### config.mk
export PLATFORM = sky130hd
export DESIGN_NAME = renkon_ctrl_linebuf
export DESIGN_NICKNAME = d
export VERILOG_FILES = /design/src/rtl/renkon_ctrl_linebuf_pkg.sv /design/src/rtl/renkon_ctrl_linebuf.sv
export SDC_FILE = /design/constraint.sdc
export NUM_CORES = 1
export LEC_CHECK = 0
export BUFFER_PORTS_ARGS = -buffer_cell sky130_fd_sc_hd__buf_2
export CORE_MARGIN = 4
export CORE_UTILIZATION = 25
export DETAILED_ROUTE_END_ITERATION = 6
export SYNTH_ARGS = -nofsm -noshare
export SYNTH_HDL_FRONTEND = slang
export SYNTH_SLANG_ARGS = --single-unit
### constraint.sdc
create_clock -name clk -period 2.25 [get_ports clk]
set_input_delay 0 -clock clk [delete_from_list [all_inputs] [get_ports clk]]
set_output_delay 0 -clock clk [all_outputs]
set_load 0.02 [all_outputs]
### src/rtl/renkon_ctrl_linebuf_pkg.sv
// Shared constants, state encoding and width helpers for the renkon line-buffer sequencer.
package renkon_ctrl_linebuf_pkg;

    localparam int RENKON_DWIDTH  = 16;
    localparam int RENKON_BUFSIZE = 8;
    localparam int RENKON_HWIDTH  = 10;
    localparam int RENKON_FSIZE   = 5;

    typedef enum logic [2:0] {
        ST_IDLE   = 3'd0,
        ST_FILL   = 3'd1,
        ST_STREAM = 3'd2,
        ST_FLUSH  = 3'd3,
        ST_DONE   = 3'd4
    } state_t;

    function automatic int clog2(input int value);
        int result = 0;
        for (int i = 0; i < 31; i++) begin
            if ((1 << i) < value) begin
                result = i + 1;
            end
        end
        return result;
    endfunction

    // A single line buffer still needs a 1-bit index to keep port widths legal.
    function automatic int line_width(input int lines);
        return (clog2(lines) > 0) ? clog2(lines) : 1;
    endfunction

endpackage

### src/rtl/renkon_ctrl_linebuf.sv
// Writes a raster stream circularly into FSIZE line buffers and, once enough rows are
// resident, marks each column read as a vertical slice for the window/MAC datapath.
module renkon_ctrl_linebuf
    import renkon_ctrl_linebuf_pkg::*;
#(
    parameter int DWIDTH  = RENKON_DWIDTH,
    parameter int BUFSIZE = RENKON_BUFSIZE,
    parameter int HWIDTH  = RENKON_HWIDTH,
    parameter int FSIZE   = RENKON_FSIZE,
    localparam int LWIDTH = line_width(FSIZE)
) (
    input  logic               clk,
    input  logic               rst,
    input  logic               req,
    input  logic [BUFSIZE:0]   img_w,
    input  logic [HWIDTH-1:0]  img_h,
    input  logic               in_valid,
    input  logic [DWIDTH-1:0]  in_data,
    output logic               in_ready,
    output logic [FSIZE-1:0]   mem_we,
    output logic [BUFSIZE-1:0] mem_addr,
    output logic [DWIDTH-1:0]  write_data,
    output logic [LWIDTH-1:0]  top_line,
    output logic               slice_valid,
    output logic [BUFSIZE-1:0] slice_col,
    output logic               slice_last,
    output logic               ack
);

    state_t              state_reg, state_next;
    logic [BUFSIZE:0]    img_w_reg;
    logic [HWIDTH-1:0]   img_h_reg, row_reg;
    logic [BUFSIZE-1:0]  col_reg;
    logic [LWIDTH-1:0]   wr_line_reg, wr_line_inc;
    logic                accept, col_last, row_last, img_last, rd_en;
    logic [FSIZE-1:0]    mem_we_next, mem_we_reg;
    logic [BUFSIZE-1:0]  mem_addr_reg, slice_col_reg;
    logic [DWIDTH-1:0]   write_data_reg;
    logic                rd_issue_reg, wr_last_reg, slice_valid_reg, slice_last_reg;
    logic [LWIDTH-1:0]   rd_top_reg, top_line_reg;

    // Input closes the cycle after the final pixel so nothing of the next image slips in.
    assign in_ready    = ((state_reg == ST_FILL) || (state_reg == ST_STREAM)) && !wr_last_reg;
    assign accept      = in_valid && in_ready;
    assign col_last    = ({1'b0, col_reg} == (img_w_reg - (BUFSIZE+1)'(1)));
    assign row_last    = (row_reg == (img_h_reg - HWIDTH'(1)));
    assign img_last    = col_last && row_last;
    assign rd_en       = accept && (row_reg >= HWIDTH'(FSIZE - 1));
    assign wr_line_inc = (wr_line_reg == LWIDTH'(FSIZE - 1)) ? '0 : wr_line_reg + LWIDTH'(1);

    genvar gi;
    generate
        for (gi = 0; gi < FSIZE; gi++) begin : g_we
            assign mem_we_next[gi] = accept && (wr_line_reg == LWIDTH'(gi));
        end
    endgenerate

    always_comb begin
        state_next = state_reg;
        unique case (state_reg)
            ST_IDLE:   if (req) state_next = ST_FILL;
            ST_FILL:   if (accept && col_last && (row_reg == HWIDTH'(FSIZE - 2))) state_next = ST_STREAM;
            ST_STREAM: if (wr_last_reg) state_next = ST_FLUSH;
            ST_FLUSH:  state_next = ST_DONE;
            ST_DONE:   state_next = ST_IDLE;
            default:   state_next = ST_IDLE;
        endcase
    end

    always_ff @(posedge clk) begin
        if (rst) begin
            state_reg       <= ST_IDLE;
            img_w_reg       <= '0;
            img_h_reg       <= '0;
            col_reg         <= '0;
            row_reg         <= '0;
            wr_line_reg     <= '0;
            mem_we_reg      <= '0;
            mem_addr_reg    <= '0;
            write_data_reg  <= '0;
            rd_issue_reg    <= 1'b0;
            rd_top_reg      <= '0;
            wr_last_reg     <= 1'b0;
            slice_valid_reg <= 1'b0;
            slice_col_reg   <= '0;
            slice_last_reg  <= 1'b0;
            top_line_reg    <= '0;
        end else begin
            state_reg <= state_next;
            if ((state_reg == ST_IDLE) && req) begin
                img_w_reg   <= img_w;
                img_h_reg   <= img_h;
                col_reg     <= '0;
                row_reg     <= '0;
                wr_line_reg <= '0;
            end else if (accept) begin
                if (col_last) begin
                    col_reg     <= '0;
                    row_reg     <= row_reg + HWIDTH'(1);
                    wr_line_reg <= wr_line_inc;
                end else begin
                    col_reg <= col_reg + BUFSIZE'(1);
                end
            end

            // Stage 1: write (and, once primed, read) all lines at the current column.
            mem_we_reg   <= mem_we_next;
            rd_issue_reg <= rd_en;
            wr_last_reg  <= accept && img_last;
            if (accept) begin
                mem_addr_reg   <= col_reg;
                write_data_reg <= in_data;
            end
            if (rd_en) begin
                rd_top_reg <= wr_line_inc;
            end

            // Stage 2: memory read data is now on the line-buffer outputs.
            slice_valid_reg <= rd_issue_reg;
            slice_last_reg  <= wr_last_reg;
            if (rd_issue_reg) begin
                slice_col_reg <= mem_addr_reg;
                top_line_reg  <= rd_top_reg;
            end
        end
    end

    assign mem_we      = mem_we_reg;
    assign mem_addr    = mem_addr_reg;
    assign write_data  = write_data_reg;
    assign top_line    = top_line_reg;
    assign slice_valid = slice_valid_reg;
    assign slice_col   = slice_col_reg;
    assign slice_last  = slice_last_reg;
    assign ack         = (state_reg == ST_DONE);

endmodule

==> results.ini <==
[critical_path]
r2r_start=img_w_reg[0]
critPathBufInv=3
cp_data_required_time_ns=2.53
crit_fanout=6
critPathTopFamily=compound AO/OA/AOI/OAI gates
critical_path_arrival_ns=2.64
critPathMaxStageDelay_ns=0.55
cp-startpoint=img_w_reg[0]
crit_chain=buf_4 -> buf_4 -> nor2_1 -> a221oi_2 -> a211oi_2 -> a2111o_2 -> buf_6 -> or4_4 -> a21oi_2
endpoint_kind=register
reg2reg_to=row_reg[8]
slowest_stage=a2111o_2
criticalPathCategory=register to register
rr_worst_depth=9
r2r_slack_ns=-0.11
critPathLaunchType=register
timing.critical_path.mode_cell=buf_4

[drt]
wire_per_inst_um=12.6
viasPerCell=4.47
drc_errors=0
drt_iter0_drc=140
antenna_left=0
routed_wl_um=10800
vias=3834
dr.pass1.iters=4

[clock_network]
clk_pin_slew_worst_paths_ns=0.06
root_buffer=clkbuf_16
clkLatencyLatePin_ns=0.35
cts_buffers=9
cts_max_level=3
clockBufferDepth=2
cts.sinks=90
cts_tree=yes

[sta]
worst_slack_ns=-0.112
final.min_clock_period_ns=2.36
tightestPinTransition_ns=0.670
skew_ns=0.00817
setup_viol_count_final=8
finalCritPeriodShare=1.05
drv_slew=0
finalHoldViolCount=0
slew-limit-headroom=0.553
max_freq_mhz=423
rsz0062_at_grt=true

[min_path]
hold-path-endpoint=slice_last
whs_path_depth=2
hp-class=input pin to register
min-delay-start=rst

[layout]
fin_nets=686
drive_gt1_frac=0.285
mostFrequentLayoutCell=nand2_1
largest_reg_flops=16
antenna_cells=0
area_growth_pct=42.2
fin_cells=858
layout_common_cells=nand2_1, dfxtp_1, buf_2
final_area_um2=5840
fin_util=0.365

[global_route]
grt_usage=0.120
antenna_found_initial=0
grt_overflow=0
grt_pass1_wl_um=17900
grt_pass1_vias=3717
grt_max_degree=47

[placement]
dpl.hpwl_um=7410
gp_congestion=0.807
dp_cells=797
portBuffers=82
dpl-instance-area_um2=4900

[power_and_ir_drop]
p_leak_uw=0.00233
peakVddDrop_uv=329
p_per_area_nw_per_um2=645

[yosys]
synthesis.area_um2=4100
ys_seq_area_frac=0.439
synthCells=493
syn_nets=542
synth.ff_latch_count=90
yosysWarnings=0
ys_types=49
synth_ff_type=dfxtp_1
synth_edf_count=0
async_flop_share=0
synth.avg_cell_area_um2=8.32

[job]
maxCapViolCount=0

[floorplanning]
rows=46
die_x_um=136
core_region_area_um2=16000
die_h_um=136
dieArea_um2=18500
ioPinCount=83
initial_utilization=0.256

[run_status]
status=finished, violations left
violations=setup timing

cell type report:
| type | instances | area [µm²] |
|---|---|---|
| clock buffers | 11 | 253 |
| well taps | 216 | 270 |
| repair buffers | 162 | 1140 |
| clock inverters | 5 | 60.1 |
| inverters | 10 | 37.5 |
| fillers | 1731 | 10200 |
| flip-flops and latches | 90 | 1810 |
| multi-input cells | 364 | 2270 |
Yosys cell counts (5+ instances only):
master,count,share of area
nand2_1,111,0.10
dfxtp_1,90,0.44
a21oi_1,62,0.076
nor2_1,33,0.030
clkbuf_1,17,0.016
mux2i_1,16,0.039
xnor2_1,15,0.032
o21ai_0,12,0.015
ha_1,10,0.030
inv_1,10,0.0092
nand3_1,9,0.011
xor2_1,9,0.019
nand4_1,8,0.012
nor3_1,8,0.0098
or4_1,7,0.013
nor4_1,6,0.0092
o31ai_1,6,0.011
and3_1,5,0.0076
timing repair:
| item | CTS | global route |
|---|---|---|
| endpoints found under the hold margin | 35 | 0 |
| setup buffers | 9 | 1 |
| hold buffers | 35 | 0 |
| resized for setup | 22 | 24 |
| pin swaps | 24 | 8 |
| endpoints found under the setup margin | 21 | 23 |
| gates cloned | 1 | 0 |
power breakdown:
group | leakage (µW) | internal, µW | switching (µW)
logic | 0.00145 | 253 | 277
registers | 0.000731 | 1630 | 33.1
clock network | 0.000152 | 925 | 639
total | 0.00233 | 2810 | 949
worst register-to-register path: cells and delay by family (launching register included):
kind / cells / cell delay, ns
AO/OA/AOI/OAI: 4 / 1.10
buffers and inverters: 3 / 0.38
flip-flops: 1 / 0.37
AND/OR/NAND/NOR: 2 / 0.47
metal layers:
layer,up-vias,part of all wire,track usage
li1,1981,-,-
met1,1749,0.46,0.148
met2,89,0.46,0.195
met3,15,0.061,0.0429
met4,0,0.016,0.0403
met5,-,0,0
cell families (layout without fill, tap and decap cells):
logic type / after synthesis / after routing / share of synthesized area
AND/OR/NAND/NOR: 219 / 219 / 0.258
AO/OA/AOI/OAI: 94 / 95 / 0.131
flip-flops: 90 / 90 / 0.439
buffers and inverters: 40 / 188 / 0.0503
XOR/XNOR: 24 / 24 / 0.0512
multiplexers: 16 / 16 / 0.0390
adder cells (fa/ha/maj): 10 / 10 / 0.0305
stage by stage:
stage | power, µW | hold slack, ns | setup TNS [ns] | setup slack [ns]
after detailed placement | 2120 | 0.245 | -2.54 | -0.276
after global routing | 3940 | 0.0602 | -2.08 | -0.198
final | 3760 | 0.0458 | -0.490 | -0.112
after CTS | 3800 | 0.0351 | -0.0642 | -0.0553
after floorplan | 1970 | 0.128 | 0 | 0.00452
after global placement | 2120 | 0.241 | -1.97 | -0.200
worst max path at each step:
stage	end	depth (start not counted)
after floorplan	row_reg[4]	8
after global placement	row_reg[9]	9
after detailed placement	row_reg[9]	9
after CTS	row_reg[8]	8
after global routing	row_reg[8]	9
final	row_reg[8]	9
Note: power is estimated with default switching activity, not from simulation.
